<file path="src/rtl/bin2bcd_seq_if.sv">
// Handshake/data bundle between a bin2bcd_seq requester and the converter.
// The requester drives start/bin_in; the converter returns status and digits.
interface bin2bcd_seq_if #(
  parameter int BIN_W = 14
);
  logic             start;
  logic [BIN_W-1:0] bin_in;
  logic             busy;
  logic             done;
  logic             ovf;
  logic [3:0]       ones;
  logic [3:0]       tens;
  logic [3:0]       hundred;
  logic [3:0]       thousand;

  modport master (
    output start, bin_in,
    input  busy, done, ovf, ones, tens, hundred, thousand
  );

  modport slave (
    input  start, bin_in,
    output busy, done, ovf, ones, tens, hundred, thousand
  );
endinterface

</file>
<file path="src/rtl/bin2bcd_seq.sv">
// Sequential double-dabble binary-to-BCD converter for the 4-digit display.
// One adjust+shift step per clock; digits and ovf are registered and only
// change on the edge that enters DONE, so the display never sees partial data.
module bin2bcd_seq #(
  parameter int BIN_W = 14
) (
  input  logic             clk,
  input  logic             rst_n,
  bin2bcd_seq_if.slave     bus
);

  localparam int CNT_W = $clog2(BIN_W + 1);

  typedef enum logic [1:0] {
    IDLE  = 2'd0,
    SHIFT = 2'd1,
    DONE  = 2'd2
  } state_e;

  state_e           state_q, state_d;
  logic [BIN_W-1:0] shreg_q;
  logic [19:0]      bcd_q;
  logic [CNT_W-1:0] cnt_q;
  logic             sat_q;
  logic [15:0]      digits_q;
  logic             ovf_q;
  logic             busy_q, busy_d;
  logic             done_q, done_d;

  logic [19:0]      bcd_adj;
  logic [19:0]      bcd_sh;
  logic [BIN_W-1:0] shreg_sh;
  logic             last_shift;
  logic             sat_d;

  assign last_shift = (cnt_q == CNT_W'(BIN_W - 1));
  assign sat_d      = (32'(bus.bin_in) > 32'd9999);

  // Datapath step: add 3 to every nibble >= 5, then shift {bcd, shreg} left by one.
  always_comb begin
    // NOTE: every combinational output gets a default first so no path leaves it unassigned (no latch).
    bcd_adj = bcd_q;
    for (int i = 0; i < 5; i++) begin
      if (bcd_q[4*i +: 4] >= 4'd5) begin
        bcd_adj[4*i +: 4] = bcd_q[4*i +: 4] + 4'd3;
      end
    end
    bcd_sh   = {bcd_adj[18:0], shreg_q[BIN_W-1]};
    shreg_sh = {shreg_q[BIN_W-2:0], 1'b0};
  end

  // State register.
  always_ff @(posedge clk or negedge rst_n) begin
    // NOTE: sequential state uses non-blocking assignments so all registers update together.
    if (!rst_n) begin
      state_q <= IDLE;
    end else begin
      state_q <= state_d;
    end
  end

  // Next-state logic: start is honoured only in IDLE; BIN_W shifts then one DONE cycle.
  always_comb begin
    state_d = state_q;
    case (state_q)
      IDLE:    if (bus.start) state_d = SHIFT;
      SHIFT:   if (last_shift) state_d = DONE;
      DONE:    state_d = IDLE;
      default: state_d = IDLE;
    endcase
  end

  // Output decode from the next state so busy/done come straight out of flops.
  always_comb begin
    busy_d = (state_d == SHIFT);
    done_d = (state_d == DONE);
  end

  // Registered status flags.
  always_ff @(posedge clk or negedge rst_n) begin
    if (!rst_n) begin
      busy_q <= 1'b0;
      done_q <= 1'b0;
    end else begin
      busy_q <= busy_d;
      done_q <= done_d;
    end
  end

  // Conversion datapath and result registers; results publish only on the final shift.
  always_ff @(posedge clk or negedge rst_n) begin
    if (!rst_n) begin
      shreg_q  <= '0;
      bcd_q    <= '0;
      cnt_q    <= '0;
      sat_q    <= 1'b0;
      digits_q <= '0;
      ovf_q    <= 1'b0;
    end else begin
      case (state_q)
        IDLE: begin
          if (bus.start) begin
            shreg_q <= bus.bin_in;
            bcd_q   <= '0;
            cnt_q   <= '0;
            sat_q   <= sat_d;
          end
        end
        SHIFT: begin
          shreg_q <= shreg_sh;
          bcd_q   <= bcd_sh;
          cnt_q   <= cnt_q + 1'b1;
          if (last_shift) begin
            digits_q <= sat_q ? 16'h9999 : bcd_sh[15:0];
            ovf_q    <= sat_q;
          end
        end
        default: ;
      endcase
    end
  end

  assign bus.busy     = busy_q;
  assign bus.done     = done_q;
  assign bus.ovf      = ovf_q;
  assign bus.ones     = digits_q[3:0];
  assign bus.tens     = digits_q[7:4];
  assign bus.hundred  = digits_q[11:8];
  assign bus.thousand = digits_q[15:12];

endmodule

</file>
<file path="src/flat_wrapper.sv">
// flat-port wrapper written by rule: the top's interface ports become plain ports
module bin2bcd_seq_flat 
#(
  parameter int BIN_W = 14
)
  (clk, rst_n, bus_start, bus_bin_in, bus_busy, bus_done, bus_ovf, bus_ones, bus_tens, bus_hundred, bus_thousand);
  bin2bcd_seq_if #(.BIN_W(BIN_W)) bus_i ();
  input  logic clk;
  input  logic rst_n;
  input wire logic [$bits(bus_i.start)-1:0] bus_start;
  input wire logic [$bits(bus_i.bin_in)-1:0] bus_bin_in;
  output wire logic [$bits(bus_i.busy)-1:0] bus_busy;
  output wire logic [$bits(bus_i.done)-1:0] bus_done;
  output wire logic [$bits(bus_i.ovf)-1:0] bus_ovf;
  output wire logic [$bits(bus_i.ones)-1:0] bus_ones;
  output wire logic [$bits(bus_i.tens)-1:0] bus_tens;
  output wire logic [$bits(bus_i.hundred)-1:0] bus_hundred;
  output wire logic [$bits(bus_i.thousand)-1:0] bus_thousand;
  assign bus_i.start = bus_start;
  assign bus_i.bin_in = bus_bin_in;
  assign bus_busy = bus_i.busy;
  assign bus_done = bus_i.done;
  assign bus_ovf = bus_i.ovf;
  assign bus_ones = bus_i.ones;
  assign bus_tens = bus_i.tens;
  assign bus_hundred = bus_i.hundred;
  assign bus_thousand = bus_i.thousand;
  bin2bcd_seq #(.BIN_W(BIN_W)) u_core (.clk(clk), .rst_n(rst_n), .bus(bus_i));
endmodule
</file>
<file path="config.mk">
export PLATFORM = sky130hd
export DESIGN_NAME = bin2bcd_seq_flat
export DESIGN_NICKNAME = d
export VERILOG_FILES = /design/src/rtl/bin2bcd_seq_if.sv /design/src/rtl/bin2bcd_seq.sv /design/src/flat_wrapper.sv
export SDC_FILE = /design/constraint.sdc
export NUM_CORES = 1
export LEC_CHECK = 0
export CORE_MARGIN = 10
export CORE_UTILIZATION = 50
export DETAILED_ROUTE_END_ITERATION = 8
export HOLD_SLACK_MARGIN = 0.1
export PLACE_DENSITY = 0.83
export SLEW_MARGIN = 0
export SYNTH_ARGS = -nofsm -noshare
export SYNTH_HDL_FRONTEND = slang
export SYNTH_SLANG_ARGS = --single-unit
</file>
<file path="constraint.sdc">
create_clock -name clk -period 1.84 [get_ports clk]
set_input_delay 0.184 -clock clk [delete_from_list [all_inputs] [get_ports clk]]
set_output_delay 0.184 -clock clk [all_outputs]
set_load 0.05 [all_outputs]
</file>
==> flow_summary.ini, run 1 <==
[clock_network]
cts_tree = yes
cts_root_buf = clkbuf_8
clk_pin_slew_ps = 100
post_cts_buffers = 0
numCtsBuffers = 5
htree_levels = 2
clock-sinks = 56
clk_latency_ps = 300
clock_path_buffers = 2

[place]
gp_congestion = 0.765
dp_hpwl_mm = 4.22
io_buffer_count = 35
dp_cells = 363
postPlaceCellArea_sq_um = 3100

[routing]
vias = 2046
wl_per_cell_um = 15.7
postRouteAntennaNets = 0
vias_per_cell = 5.50
drc = 0
dr.pass1.iters = 4
routed_wl_mm = 5.84
drt_iter0_markers = 160

[floorplan]
dieHeight_um = 91.9
die_x_um = 91.9
die-area_sq_um = 8450
coreArea_sq_um = 5070
ioPinCount = 36
rows = 26
initial_core_util_pct = 50.9

[setup_path]
r2r_cells = 8
path_buf_inv = 3
crit_top_cell = buf_4
crit_type = flip-flop to flip-flop
crit_fanout = 6
r2r-start = u_core.cnt_q[0]$_DFFE_PN0P_
required_ps = 2030
cpPeakStageDelay_ps = 400
crit_family = buffers and inverters
path_cells = ha_1 > nand3_1 > or2_1 > buf_4 > clkinv_1 > buf_4 > o21ai_0 > nand2_1
critPathArrivalTime_ps = 1890
start_kind = flip-flop
worst_path_max_delay_cell = dfrtp_1
end_kind = flip-flop
cp-startpoint = u_core.cnt_q[0]$_DFFE_PN0P_
timing.reg2reg.setup_slack_ps = 130
r2r_end = u_core.digits_q[0]$_DFFE_PN0P_

[final_layout]
final_area_sq_um = 3240
finalNonFillerCells = 372
final_net_count = 328
diodes = 0
fillCellCount = 432
drive_gt1_share_pct = 10.9
synthToLayoutAreaGrowth_pct = 25.3

[global_route]
grt_max_degree = 38
grt_pass1_vias = 2114
grt_pass1_wl_mm = 9.96
antenna_found_initial = 0
gr-usage-all-layers_pct = 14.0
grt_overflow = 0

[status]
status = finished clean

[sta]
post-route-period-util_pct = 92.9
fin_crit_ps = 1710
finalHoldViolations = 0
tightest_slew_ps = 569
fmax_mhz = 585
final-max-slew-violation-count = 0
setup_viol = 0
setup_tns_ps = 0
worst_slew_margin_rel_pct = 61.9
clock_skew_ps = 5.74
holdWs_ps = 357

[yosys]
ys.flop_type = dfrtp_1
synth_common_cells = 56 x dfrtp_1, 35 x nand2_1, 24 x nor2_1, 11 x o21ai_0
async_reset_ff_share_pct = 100
synth_area_leaders = dfrtp_1 54%, nand2_1 5.1%, ha_1 4.8%
syn_nets = 280
ys_types = 33
ys_ff_latch = 56
yosysTopAreaCell = dfrtp_1
synth_top_area_share_pct = 54.2
synthesis.area_sq_um = 2580
synth-edff-count = 0
syn_area_per_cell_sq_um = 10.2
seq_area_frac_synth_pct = 54.2
yosysMostFrequentCell = dfrtp_1
yosysWarnings = 0
synthCells = 253

[power_and_ir_drop]
power_leakage_uw = 0.00147
p_per_area_nw_per_um2 = 1970
ir_drop_v = 0.000771

[flow_run]
cap_violations = 0

[min_path]
min_path_type = input port to async pin
worst register-to-register path, cell delays in order, from the launching register on:
cell and delay, ps:
dfrtp_1 400, ha_1 200, nand3_1 90, or2_1 230, buf_4 190, clkinv_1 80, buf_4 170, o21ai_0 130
nand2_1 100
kinds of logic (layout without fill, tap and decap cells):
group                      after synthesis  after routing  synth area share [%]
adders and majority gates               10             10                  4.84
DFF                                     56             56                  54.2
muxes                                    4              4                  1.55
xor gates and xnor gates                 4              4                  1.36
and+or+nand+nor                         91             91                  16.2
buffers and inverters                   24             73                  4.36
AOI/OAI and AO/OA                       64             64                  17.5
area by class of cell:
cell class	instances	area, sq um	share of cell area [%]
clock buffers	6	72.6	2.24
clock inverters	2	35.0	1.08
flip-flops and latches	56	1400	43.3
multi-input cells	173	1100	33.9
well taps	70	87.6	2.70
inverters	11	41.3	1.27
repair buffers	54	503	15.5
registers in the layout (all words and copies together) (netlist names):
signal,cells
u_core.state_q,2
u_core.sat_q,1
u_core.shreg_q,14
u_core.bcd_q,16
u_core.bus.ovf,1
u_core.cnt_q,4
u_core.digits_q,16
u_core.bus.busy,1
u_core.bus.done,1
cells in the final DEF, fill, tap and decap left out, types with 5 or more instances in the layout:
cell / instances
nor2_1: 24
a21oi_1: 10
o21ai_0: 11
nand2_1: 35
clkdlybuf4s50_1: 34
ha_1: 10
nor3b_1: 7
buf_4: 17
dfrtp_1: 56
o31ai_1: 5
nand2b_1: 5
nand3_1: 9
o22ai_1: 5
clkbuf_8: 5
a22oi_1: 8
a22o_1: 8
inv_1: 10
repair_timing:
item | 4_1_cts | 5_1_grt
resized for setup | 1 | 6
hold buffers | 1 | 0
endpoints found under the hold margin | 19 | 0
cloned | 0 | 0
setup endpoints to repair | 1 | 3
how the worst max path moves through the flow:
stage	end	slack, ps	cells after the start
after global routing	u_core.digits_q[7]$_DFFE_PN0P_	-20	7
after floorplan	u_core.digits_q[11]$_DFFE_PN0P_	310	6
after global placement	u_core.digits_q[3]$_DFFE_PN0P_	50	7
after detailed placement	u_core.digits_q[3]$_DFFE_PN0P_	10	7
final	u_core.digits_q[0]$_DFFE_PN0P_	130	8
after CTS	u_core.digits_q[3]$_DFFE_PN0P_	60	7
where the power goes:
group	total [uW]	switching (uW)	internal, uW
clock	794	389	405
combinational	3330	1980	1340
sequential	2260	454	1810
routing by layer:
layer	track usage (%)	vias to the layer above	share of wire, %
met4	4.37	0	1.4
met5	0	-	0
met2	24.9	58	50
li1	-	994	-
met3	3.26	10	6.3
met1	16.3	984	43
stage by stage:
step                utilization (%)  power (uW)  setup WS, ps
floorplan                         -        4530           309
global placement               61.1        5430          48.3
detailed placement             61.1        5580          9.57
CTS                            63.5        6380          64.5
global route                   63.8        6870         -16.2
finish                         63.8        6380           131
Power figures use the tool's default switching activity.
==> run 2, diff against run 1 <==
- PLACE_DENSITY: 0.83 -> unset
- PLACE_DENSITY_LB_ADDON: unset -> 0.25
==> run 2 against run 1 <==
  * Global-route usage shrank 0.17 points
  * Design area increased by 0.23%
  * Clock skew increased by 4.6 ps
  * Critical endpoint is now u_core.digits_q[10]$_DFFE_PN0P_
  * Flip-flop and latch count unchanged
  * Combinational power hardly changed
  * Clock power is 2% higher
  * Power up 0.19%
  * Worst hold slack worse by 2.1 ps
  * Core utilization is 0.15 points higher
  * Highest routed layer unchanged
  * Largest power group unchanged
  * First-iteration DRC count is 53% lower
==> flow_summary.ini, run 2 (synthesis results as in run 1) <==
[status]
status = finished clean

[place]
postPlaceCellArea_sq_um = 3110
gp_congestion = 0.873
io_buffer_count = 35
dp_hpwl_mm = 4.15

[setup_path]
start_kind = flip-flop
worst_path_max_delay_cell = dfrtp_1
crit_top_cell = buf_4
cpPeakStageDelay_ps = 400
crit_type = flip-flop to flip-flop
end_kind = flip-flop
critPathArrivalTime_ps = 1950
required_ps = 2090
path_cells = inv_1 > ha_1 > nand3_1 > or2_1 > buf_4 > nor2_1 > buf_4 > a22o_1
crit_fanout = 9

[final_layout]
final_net_count = 328
largest_registers = u_core.bcd_q: 16 flops, u_core.digits_q: 16 flops, u_core.shreg_q: 14 flops
regArea_sq_um = 1400
fillCellCount = 444
synthToLayoutAreaGrowth_pct = 25.6
final_area_sq_um = 3250
diodes = 0
multi_input_area_sq_um = 1090
fin_util_pct = 64.0
drive_gt1_share_pct = 10.9
layout_commonest_cell = dfrtp_1
final_cell_mix = 56 x dfrtp_1, 35 x nand2_1, 34 x clkdlybuf4s50_1

[routing]
wl_met2_mm = 2.75
dr.pass1.iters = 4
vias = 2021
routed_wl_mm = 5.77
wl_met1_mm = 2.58
drc = 0
wl_per_cell_um = 15.5
vias_per_cell = 5.43
topRoutingLayerUsed = met4
drt_iter0_markers = 76
wl_met3_um = 333
postRouteAntennaNets = 0

[power_and_ir_drop]
clkPwrFrac_pct = 12.7
ir_drop_v = 0.000783
power_leakage_uw = 0.00147
switchingPower_uw = 2830
seqPwrFrac_pct = 35.0
power_uw = 6390
p_comb_share_pct = 52.3
p_per_area_nw_per_um2 = 1970
swShare_pct = 44.3
internal_power_uw = 3560

[clock_network]
clock_path_buffers = 2
cts_tree = yes
cts_root_buf = clkbuf_8
clk_pin_slew_ps = 100
numCtsBuffers = 5
clk_latency_ps = 320
htree_levels = 2
clock-sinks = 56
post_cts_buffers = 0

[global_route]
grt_pass1_wl_mm = 9.73
grt_overflow = 0
gr-usage-all-layers_pct = 13.9
grt_max_degree = 37
antenna_found_initial = 0
grt_pass1_vias = 2081

[floorplan]
die_x_um = 91.9
dieHeight_um = 91.9
ioPinCount = 36
initial_core_util_pct = 50.9
coreArea_sq_um = 5070
die-area_sq_um = 8450
rows = 26

[sta]
tightest_slew_ps = 579
worst_slew_margin_rel_pct = 61.3
post-route-period-util_pct = 92.2
fin_crit_ps = 1700
clock_skew_ps = 10.3
fmax_mhz = 589
holdWs_ps = 355
finalHoldViolations = 0
setup_tns_ps = 0
rsz0062_at_grt = false
setup_viol = 0
final-max-slew-violation-count = 0

[flow_run]
cap_violations = 0

[min_path]
min_path_type = input port to async pin
run 2: changes by cell type in the layout (fill, tap and decap cells not counted), sizes merged:
| cell | delta |
|---|---|
| clkbuf | -1 |
| clkinvlp | +1 |
run 2: routing by layer:
| layer | global-route usage (%) | up-vias |
|---|---|---|
| met1 | 16.4 | 977 |
| met4 | 5.14 | 0 |
| met2 | 22.9 | 45 |
| li1 | - | 989 |
| met5 | 0 | - |
| met3 | 4.73 | 10 |
run 2: through the flow:
stage                     instances  setup WS (ps)
after detailed placement        363            129
final                           372            143
after CTS                       372           80.7
after global placement          363            146
after global routing            372           27.2
after floorplan                 253            309
run 2: path summary, 6_finish.rpt:
| path | slack [ps] | cells past startpoint | start | to |
|---|---|---|---|---|
| setup / recovery | 140 | 8 | u_core.cnt_q[1]$_DFFE_PN0P_ | u_core.digits_q[10]$_DFFE_PN0P_ |
| min in group clk | 390 | 3 | bus_bin_in[0] | u_core.shreg_q[0]$_DFFE_PN0P_ |
| hold / removal | 350 | 2 | rst_n | u_core.digits_q[2]$_DFFE_PN0P_ |
| setup reg to reg | 140 | 8 | u_core.cnt_q[1]$_DFFE_PN0P_ | u_core.digits_q[10]$_DFFE_PN0P_ |
| hold reg to reg | 490 | 2 | u_core.shreg_q[4]$_DFFE_PN0P_ | u_core.shreg_q[4]$_DFFE_PN0P_ |
| max in group asynchronous | 930 | 3 | rst_n | u_core.bcd_q[8]$_DFFE_PN0P_ |
run 2: layout make-up:
type / instances / area share [%]
multi-input cells: 173 / 33.6
clock inverters: 3 / 1.31
well taps: 70 / 2.70
repair buffers: 54 / 15.9
inverters: 11 / 1.27
clock buffers: 5 / 2.12
flip-flops and latches: 56 / 43.2
run 2: repair_timing:
item                                    in CTS  in global routing
hold buffers                                 1                  0
hold endpoints to repair                    20                  0
endpoints found under the setup margin       0                  5
resized for setup                            0                  5
run 2: critical path: cells and delay by family (launching register included):
| family | cells | cell delay, ps |
|---|---|---|
| AO/OA/AOI/OAI | 1 | 130 |
| adder cells (fa/ha/maj) | 1 | 130 |
| buffers and inverters | 3 | 440 |
| flip-flops | 1 | 400 |
| AND/OR/NAND/NOR | 3 | 530 |
run 2: power groups by stage:
stage               sequential (uW)  clock [uW]  combinational [uW]
floorplan                      2840           0                1680
global placement               2230           0                3230
detailed placement             2260           0                3320
CTS                            2230         825                3330
global route                   2320         876                3650
finish                         2240         812                3340
